<file path="src/rtl/mp_pkg.sv">
// mp_pkg -- shared definitions for the multi-precision add/subtract block.
//   mp_state_e     : sequencer states (IDLE, RUN, DONE)
//   MP_WIDTH_DEF   : default operand width
//   MP_CHUNK_W_DEF : default adder slice width
//   mp_clog2()     : ceil(log2(v)), never less than 1, for counter sizing
package mp_pkg;

    localparam int MP_WIDTH_DEF   = 512;
    localparam int MP_CHUNK_W_DEF = 128;

    typedef enum logic [1:0] {
        ST_IDLE = 2'd0,
        ST_RUN  = 2'd1,
        ST_DONE = 2'd2
    } mp_state_e;

    // A one-slice configuration still needs a 1-bit index register.
    function automatic int mp_clog2(input int v);
        int r;
        r = 0;
        while ((1 << r) < v) r++;
        return (r < 1) ? 1 : r;
    endfunction

endpackage

</file>
<file path="src/rtl/mp_chunk_adder.sv">
// mp_chunk_adder -- combinational CHUNK_W-bit adder slice.
//   a_i, b_i : slice operands (b_i arrives already inverted for subtraction)
//   cin_i    : carry into bit 0
//   sum_o    : CHUNK_W-bit sum
//   cout_o   : carry out of the slice MSB
module mp_chunk_adder #(
    parameter int CHUNK_W = 128
) (
    input  logic [CHUNK_W-1:0] a_i,
    input  logic [CHUNK_W-1:0] b_i,
    input  logic               cin_i,
    output logic [CHUNK_W-1:0] sum_o,
    output logic               cout_o
);

    logic [CHUNK_W:0] wide;

    assign wide   = {1'b0, a_i} + {1'b0, b_i} + {{CHUNK_W{1'b0}}, cin_i};
    assign sum_o  = wide[CHUNK_W-1:0];
    assign cout_o = wide[CHUNK_W];

endmodule

</file>
<file path="src/rtl/mp_addsub.sv">
// mp_addsub -- sequential multi-precision adder/subtractor, one CHUNK_W
// slice per cycle, LSB slice first.
//   clk, resetn : clock (rising edge), synchronous active-low reset
//   start       : request, sampled only while idle
//   subtract    : 0 = A+B, 1 = A-B (computed as A + ~B + 1)
//   cond_sub    : conditional-subtract request
//   op_a, op_b  : operands, latched on an accepted start
//   busy        : high from the cycle after acceptance through the done cycle
//   done        : one-cycle pulse, result/carry_out valid
//   result      : sum/difference, held until the next accepted start
//   carry_out   : add = carry out; subtract = 1 when no borrow (A >= B)
// Build option: MP_ADDSUB_CONDSUB_EN enables conditional subtraction for
// Montgomery final reduction (keep op_a when the trial subtraction borrows).
module mp_addsub
    import mp_pkg::*;
#(
    parameter int WIDTH   = MP_WIDTH_DEF,
    parameter int CHUNK_W = MP_CHUNK_W_DEF
) (
    input  logic             clk,
    input  logic             resetn,
    input  logic             start,
    input  logic             subtract,
    input  logic             cond_sub,
    input  logic [WIDTH-1:0] op_a,
    input  logic [WIDTH-1:0] op_b,
    output logic             busy,
    output logic             done,
    output logic [WIDTH-1:0] result,
    output logic             carry_out
);

    localparam int N_CHUNKS = WIDTH / CHUNK_W;
    localparam int CNT_W    = mp_clog2(N_CHUNKS);
    localparam logic [CNT_W-1:0] LAST_K = CNT_W'(N_CHUNKS - 1);

    if ((CHUNK_W < 1) || (WIDTH < CHUNK_W) || ((WIDTH % CHUNK_W) != 0)) begin : g_bad_cfg
        $error("mp_addsub: WIDTH must be a non-zero multiple of CHUNK_W");
    end

    mp_state_e        state_q, state_d;
    logic [CNT_W-1:0] k_q, k_d;
    logic             cin_q, cin_d;
    logic             sub_q, sub_d;
    logic [WIDTH-1:0] a_q, a_d;
    logic [WIDTH-1:0] b_q, b_d;
    logic [WIDTH-1:0] result_q, result_d;
    logic             cout_q, cout_d;

    logic [CHUNK_W-1:0] a_slice, b_slice, sum_slice;
    logic               slice_cout;
    logic               sel_a;

    assign a_slice = a_q[k_q*CHUNK_W +: CHUNK_W];
    // Inverting B here plus cin=1 on slice 0 gives two's-complement subtract.
    assign b_slice = sub_q ? ~b_q[k_q*CHUNK_W +: CHUNK_W] : b_q[k_q*CHUNK_W +: CHUNK_W];

    mp_chunk_adder #(.CHUNK_W(CHUNK_W)) u_chunk (
        .a_i    (a_slice),
        .b_i    (b_slice),
        .cin_i  (cin_q),
        .sum_o  (sum_slice),
        .cout_o (slice_cout)
    );

`ifdef MP_ADDSUB_CONDSUB_EN
    logic cond_q, cond_d;
    // Final borrow (no carry) on a conditional subtract restores A.
    assign sel_a = (state_q == ST_DONE) && cond_q && sub_q && !cout_q;
`else
    logic unused_cond_sub;
    assign unused_cond_sub = cond_sub;
    assign sel_a           = 1'b0;
`endif

    always_comb begin
        state_d  = state_q;
        k_d      = k_q;
        cin_d    = cin_q;
        sub_d    = sub_q;
        a_d      = a_q;
        b_d      = b_q;
        result_d = result_q;
        cout_d   = cout_q;
`ifdef MP_ADDSUB_CONDSUB_EN
        cond_d   = cond_q;
`endif
        case (state_q)
            ST_IDLE: begin
                if (start) begin
                    state_d = ST_RUN;
                    a_d     = op_a;
                    b_d     = op_b;
                    sub_d   = subtract;
                    k_d     = '0;
                    cin_d   = subtract;
`ifdef MP_ADDSUB_CONDSUB_EN
                    cond_d  = cond_sub;
`endif
                end
            end
            ST_RUN: begin
                result_d[k_q*CHUNK_W +: CHUNK_W] = sum_slice;
                cin_d = slice_cout;
                k_d   = k_q + 1'b1;
                if (k_q == LAST_K) begin
                    state_d = ST_DONE;
                    cout_d  = slice_cout;
                end
            end
            ST_DONE: begin
                state_d = ST_IDLE;
                // Make the restored A the held value once DONE is left.
                if (sel_a) result_d = a_q;
            end
            default: state_d = ST_IDLE;
        endcase
    end

    always_ff @(posedge clk) begin
        if (!resetn) begin
            state_q  <= ST_IDLE;
            k_q      <= '0;
            cin_q    <= 1'b0;
            sub_q    <= 1'b0;
            a_q      <= '0;
            b_q      <= '0;
            result_q <= '0;
            cout_q   <= 1'b0;
`ifdef MP_ADDSUB_CONDSUB_EN
            cond_q   <= 1'b0;
`endif
        end else begin
            state_q  <= state_d;
            k_q      <= k_d;
            cin_q    <= cin_d;
            sub_q    <= sub_d;
            a_q      <= a_d;
            b_q      <= b_d;
            result_q <= result_d;
            cout_q   <= cout_d;
`ifdef MP_ADDSUB_CONDSUB_EN
            cond_q   <= cond_d;
`endif
        end
    end

    assign busy      = (state_q != ST_IDLE);
    assign done      = (state_q == ST_DONE);
    // During DONE the selection is visible immediately; afterwards result_q holds it.
    assign result    = sel_a ? a_q : result_q;
    assign carry_out = cout_q;

endmodule
</file>
<file path="config.mk">
export PLATFORM = sky130hd
export DESIGN_NAME = mp_addsub
export DESIGN_NICKNAME = d
export VERILOG_FILES = /design/src/rtl/mp_pkg.sv /design/src/rtl/mp_chunk_adder.sv /design/src/rtl/mp_addsub.sv
export SDC_FILE = /design/constraint.sdc
export NUM_CORES = 2
export LEC_CHECK = 0
export BUFFER_PORTS_ARGS = -buffer_cell sky130_fd_sc_hd__buf_2
export CAP_MARGIN = 20
export CELL_PAD_IN_SITES_DETAIL_PLACEMENT = 0
export CELL_PAD_IN_SITES_GLOBAL_PLACEMENT = 1
export CORE_AREA = 4 4 594 596
export CTS_BUF_LIST = sky130_fd_sc_hd__clkbuf_8
export DETAILED_ROUTE_END_ITERATION = 10
export DIE_AREA = 0 0 598 600
export GPL_ROUTABILITY_DRIVEN = 0
export PLACE_DENSITY_LB_ADDON = 0.1
export SLEW_MARGIN = 20
export SYNTH_ARGS = -nofsm -noshare
export SYNTH_HDL_FRONTEND = slang
export SYNTH_SLANG_ARGS = --single-unit
</file>
<file path="constraint.sdc">
create_clock -name clk -period 13.5 [get_ports clk]
set_clock_uncertainty 0.2 [all_clocks]
set_input_delay 2.025 -clock clk [delete_from_list [all_inputs] [get_ports clk]]
set_output_delay 2.025 -clock clk [all_outputs]
set_load 0.1 [all_outputs]
</file>
==> results.txt <==
- Status: finished, final reports clean
* Type of destination of the critical path: flip-flop
- Dominant synthesized flop cell: dfxtp_1
- ANT nets after route: 0
- In this run the tightest slew margin relative to its limit is 19.5%.
- Fraction of layout cells with a size suffix above 1: 25.7%
* Largest net degree at the start of global routing: 212
* Worst-skew pair later-pin latency: 1.03 ns
- The multi-input combinational cells in the finished layout cover a total of around 38000 sq um.
* Ratio of final minimum period to clock period: 57.8%
* Num ports: around 1500
- The clock passes through at most 4 buffers.
* Post-DP HPWL: 332000 microns
- Post-CTS setup buffers: 0
* Post_cts resized: 0
* Die extent in x: 598 microns
- In this run, post-CTS hold repair placed 0 buffers.
- For the worst setup path, the data required time is 14.15 ns.
* Yosys top cell by area: dfxtp_1
- The critical path is of the flip-flop to flip-flop type.
- Die height: 600 microns
- A synthesized cell averages 8.89 sq um.
- Total number of vias: a little under 70000
* Min-delay src: result[502]
- Number of levels in the clock H-tree: 5
* Wire length of the first global-routing pass: 565000 microns
* Std cell rows: 217
- Hold EP: result[502]
* Endpoint of the worst-slack reg-to-reg timing path: result[240]
- Actual transition at the worst max-transition pin: 1.20 ns
- Net total in the final layout: 10542
- # Max-Cap Violations: 0
- Synthesis-to-layout area growth: 26.9%
* Dominant cells by area after synthesis: dfxtp_1 (43%), nand2_1 (12%), a21boi_0 (11%), mux4_2 (8.1%), clkbuf_1 (2.9%)
- Seq/Total Area, Yosys: 43.4%
- The worst register-to-register path has a depth of 17.
- Min-Delay Path Class: flip-flop to flip-flop
- The number of global-route vias before repair came to approximately 66000.
* Post-synthesis instance total: around 8000
- Reg-to-reg slack, setup: 5.69 ns
- Hold Vio Cnt, Final: 0
- TritonCTS clock tree: built
- Area fraction of the dominant cell type after synthesis: 43.4%
* Largest fanout of any net on the critical path: 35
- Warnings, synthesis: 0
- The worst setup path is launched from a flip-flop.
- Maximum clock frequency: roughly 130 MHz
- Register clock-pin slew on the reported worst setup and hold paths: 0.06 ns
* Peak ir drop on the vdd network: 0.0000574 V
* End-of-flow core utilization: roughly a quarter
- The synthesized design contains 0 enable-type register cells.
- Final worst path period need: between 7 and 8 ns
- Power per unit of standard cell area: about 140 nW/um^2
- Area of the mapped netlist: 71200 sq um
* Data arrival time of the critical path: about 8.5 ns
- For this design, the sink count on the clock tree is 1543.
- Startpoint of the worst register-to-register path: k_q[0]
- Setup violation total in the final timing report: 0
- Worst Hold Path Cells: 2
- Detailed-route wire length: 422000 microns
- Global routing used 22.4% of the available tracks.
- Setup Total Neg Slack: 0 ns
* TritonCTS Buffers: 321
- Setup repair after global routing missed its margin: false
* Residual overflow from global routing: 0
* Clock Root Buffer: clkbuf_8
- After synthesis, the share of flip-flops with an asynchronous set or reset is 0%.
- After filler insertion, the fill cell instance count of the layout stands at 38403.
- The final-report max-slew violation count is 0.
* Post-synth cell types: 93
- Net count after synthesis: 9172
- Post-DR vias/cell: 4.70
- In this run the static leakage power is 36.8 nW.
* Number of buffers inserted by port buffering: 1542
- Die outline area: 359000 sq um
- Final routed wire length divided by cell count: 29.4 microns
- The first detailed-routing pass ran for 5 iterations.
* Area used by sequential logic in the layout: slightly above 30000 sq um
- In the routed design, unresolved DRC markers number 0.
* Core box area: 348000 sq um
- For this configuration, the core starts out at a cell density of 20.5%.
- Number of register bits inferred by synthesis: 1543
* Initial antenna violation count: 435
- Count of routing violations after the opening detailed-route iteration: 4409
## worst max-delay path: stages (launching register included)
cell and delay (ns):
dfxtp_4 0.84, buf_4 0.58, buf_4 0.77, mux4_2 0.77
xor2_1 0.24, fa_1 0.50, a211oi_2 0.32, nor4_2 0.13
o21ai_0 0.45, a211oi_1 0.20, o311ai_0 0.72, o211ai_1 0.34
buf_4 0.27, a21oi_1 0.14, buf_4 0.17, o21ai_0 0.11
xnor2_1 0.59, o21ai_0 0.20
## registers in the layout, summed over array words and instances, names as in the netlist
signal	cells
a_q	512
b_q	512
carry_out	1
cin_q	1
k_q	2
result	512
state_q	2
sub_q	1
## metal layers
metal,part of all wire [%],up-vias,track usage (%)
met2,44,2470,35.6
met3,7.2,990,6.38
met5,0.31,-,0
met1,45,32835,29.9
met4,2.9,210,5.50
li1,-,30831,-
## kinds of logic (layout without fill, tap and decap cells)
logic type | after synthesis | in the layout | synth area share, %
mux | 258 | 258 | 8.12
buf+inv | 673 | 2273 | 3.58
compound gates | 2155 | 2155 | 22.0
flops | 1543 | 1543 | 43.4
fa+ha+maj | 135 | 135 | 2.39
xor+xnor | 236 | 236 | 2.90
other cells | 0 | 126 | 0
simple gates | 3008 | 3008 | 17.6
## area by class of cell
type / count / area share [%]
Multi-Input combinational cell: 5792 / 42.0
Sequential cell: 1543 / 34.2
Timing Repair Buffer: 1671 / 9.71
Tap cell: 4599 / 6.37
Clock buffer: 414 / 6.31
Clock inverter: 139 / 0.892
Antenna cell: 126 / 0.349
Inverter: 49 / 0.204
## cell usage after synthesis, drive strengths merged, types with 49 or more instances
library cell and count:
a21oi 217, a21boi 1065, a22o 221, inv 49, buf 74, clkbuf 550, nand3 61, a22oi 183
nor2b 184, nand4 86, nand2 2352, mux4 256, xor2 176, ha 133, dfxtp 1543, nor3 55
xnor2 60, nor2 157, o21ai 196, a21o 55
## how the worst max path moves through the flow
| stage | startpoint | to | cells past startpoint |
|---|---|---|---|
| finish | k_q[0] | result[240] | 17 |
| global route | k_q[0] | result[240] | 17 |
| CTS | k_q[0] | result[240] | 17 |
| detailed placement | k_q[0] | result[240] | 17 |
| global placement | k_q[0] | result[240] | 17 |
| floorplan | k_q[0] | result[490] | 18 |
## placed cells by master (no fill, tap or decap), drive strengths merged, types with 11 or more instances in the layout
| cell type | Yosys | final |
|---|---|---|
| a211o | 11 | 11 |
| a211oi | 15 | 15 |
| a21boi | 1065 | 1065 |
| a21o | 55 | 55 |
| a21oi | 217 | 217 |
| a221oi | 21 | 21 |
| a22o | 221 | 221 |
| a22oi | 183 | 183 |
| a31oi | 19 | 19 |
| a32o | 15 | 15 |
| and2 | 14 | 14 |
| and3 | 12 | 12 |
| and4 | 13 | 13 |
| buf | 74 | 1671 |
| clkbuf | 550 | 414 |
| clkinv | 0 | 29 |
| dfxtp | 1543 | 1543 |
| diode | 0 | 126 |
| ha | 133 | 133 |
| inv | 49 | 148 |
| mux4 | 256 | 256 |
| nand2 | 2352 | 2352 |
| nand2b | 11 | 11 |
| nand3 | 61 | 61 |
| nand4 | 86 | 86 |
| nor2 | 157 | 157 |
| nor2b | 184 | 184 |
| nor3 | 55 | 55 |
| nor4 | 18 | 18 |
| o211ai | 18 | 18 |
| o21a | 16 | 16 |
| o21ai | 196 | 196 |
| o21bai | 35 | 35 |
| o31ai | 19 | 19 |
| or2 | 11 | 11 |
| or3 | 16 | 16 |
| xnor2 | 60 | 60 |
| xor2 | 176 | 176 |
## per-stage QoR
stage / total power, mW / area (sq um) / hold WS [ns] / cells / setup WS [ns]
global placement: 7.44 / 83500 / 0.233 / 13651 / 5.29
finish: 12.5 / 90400 / 0.249 / 14333 / 5.69
CTS: 12.7 / 90000 / 0.252 / 14206 / 5.24
floorplan: 6.23 / 71200 / 0.240 / 8008 / 8.13
global route: 13.1 / 90100 / 0.269 / 14241 / 5.15
detailed placement: 7.45 / 83500 / 0.237 / 13653 / 5.26
## power by group
group	leakage, nW	internal [mW]	switching (mW)	total [mW]
Clock	3.70	2.83	2.30	5.13
Sequential	12.6	4.77	0.127	4.90
Combinational	20.5	0.686	1.75	2.43
Note: power is estimated with default switching activity, not from simulation.
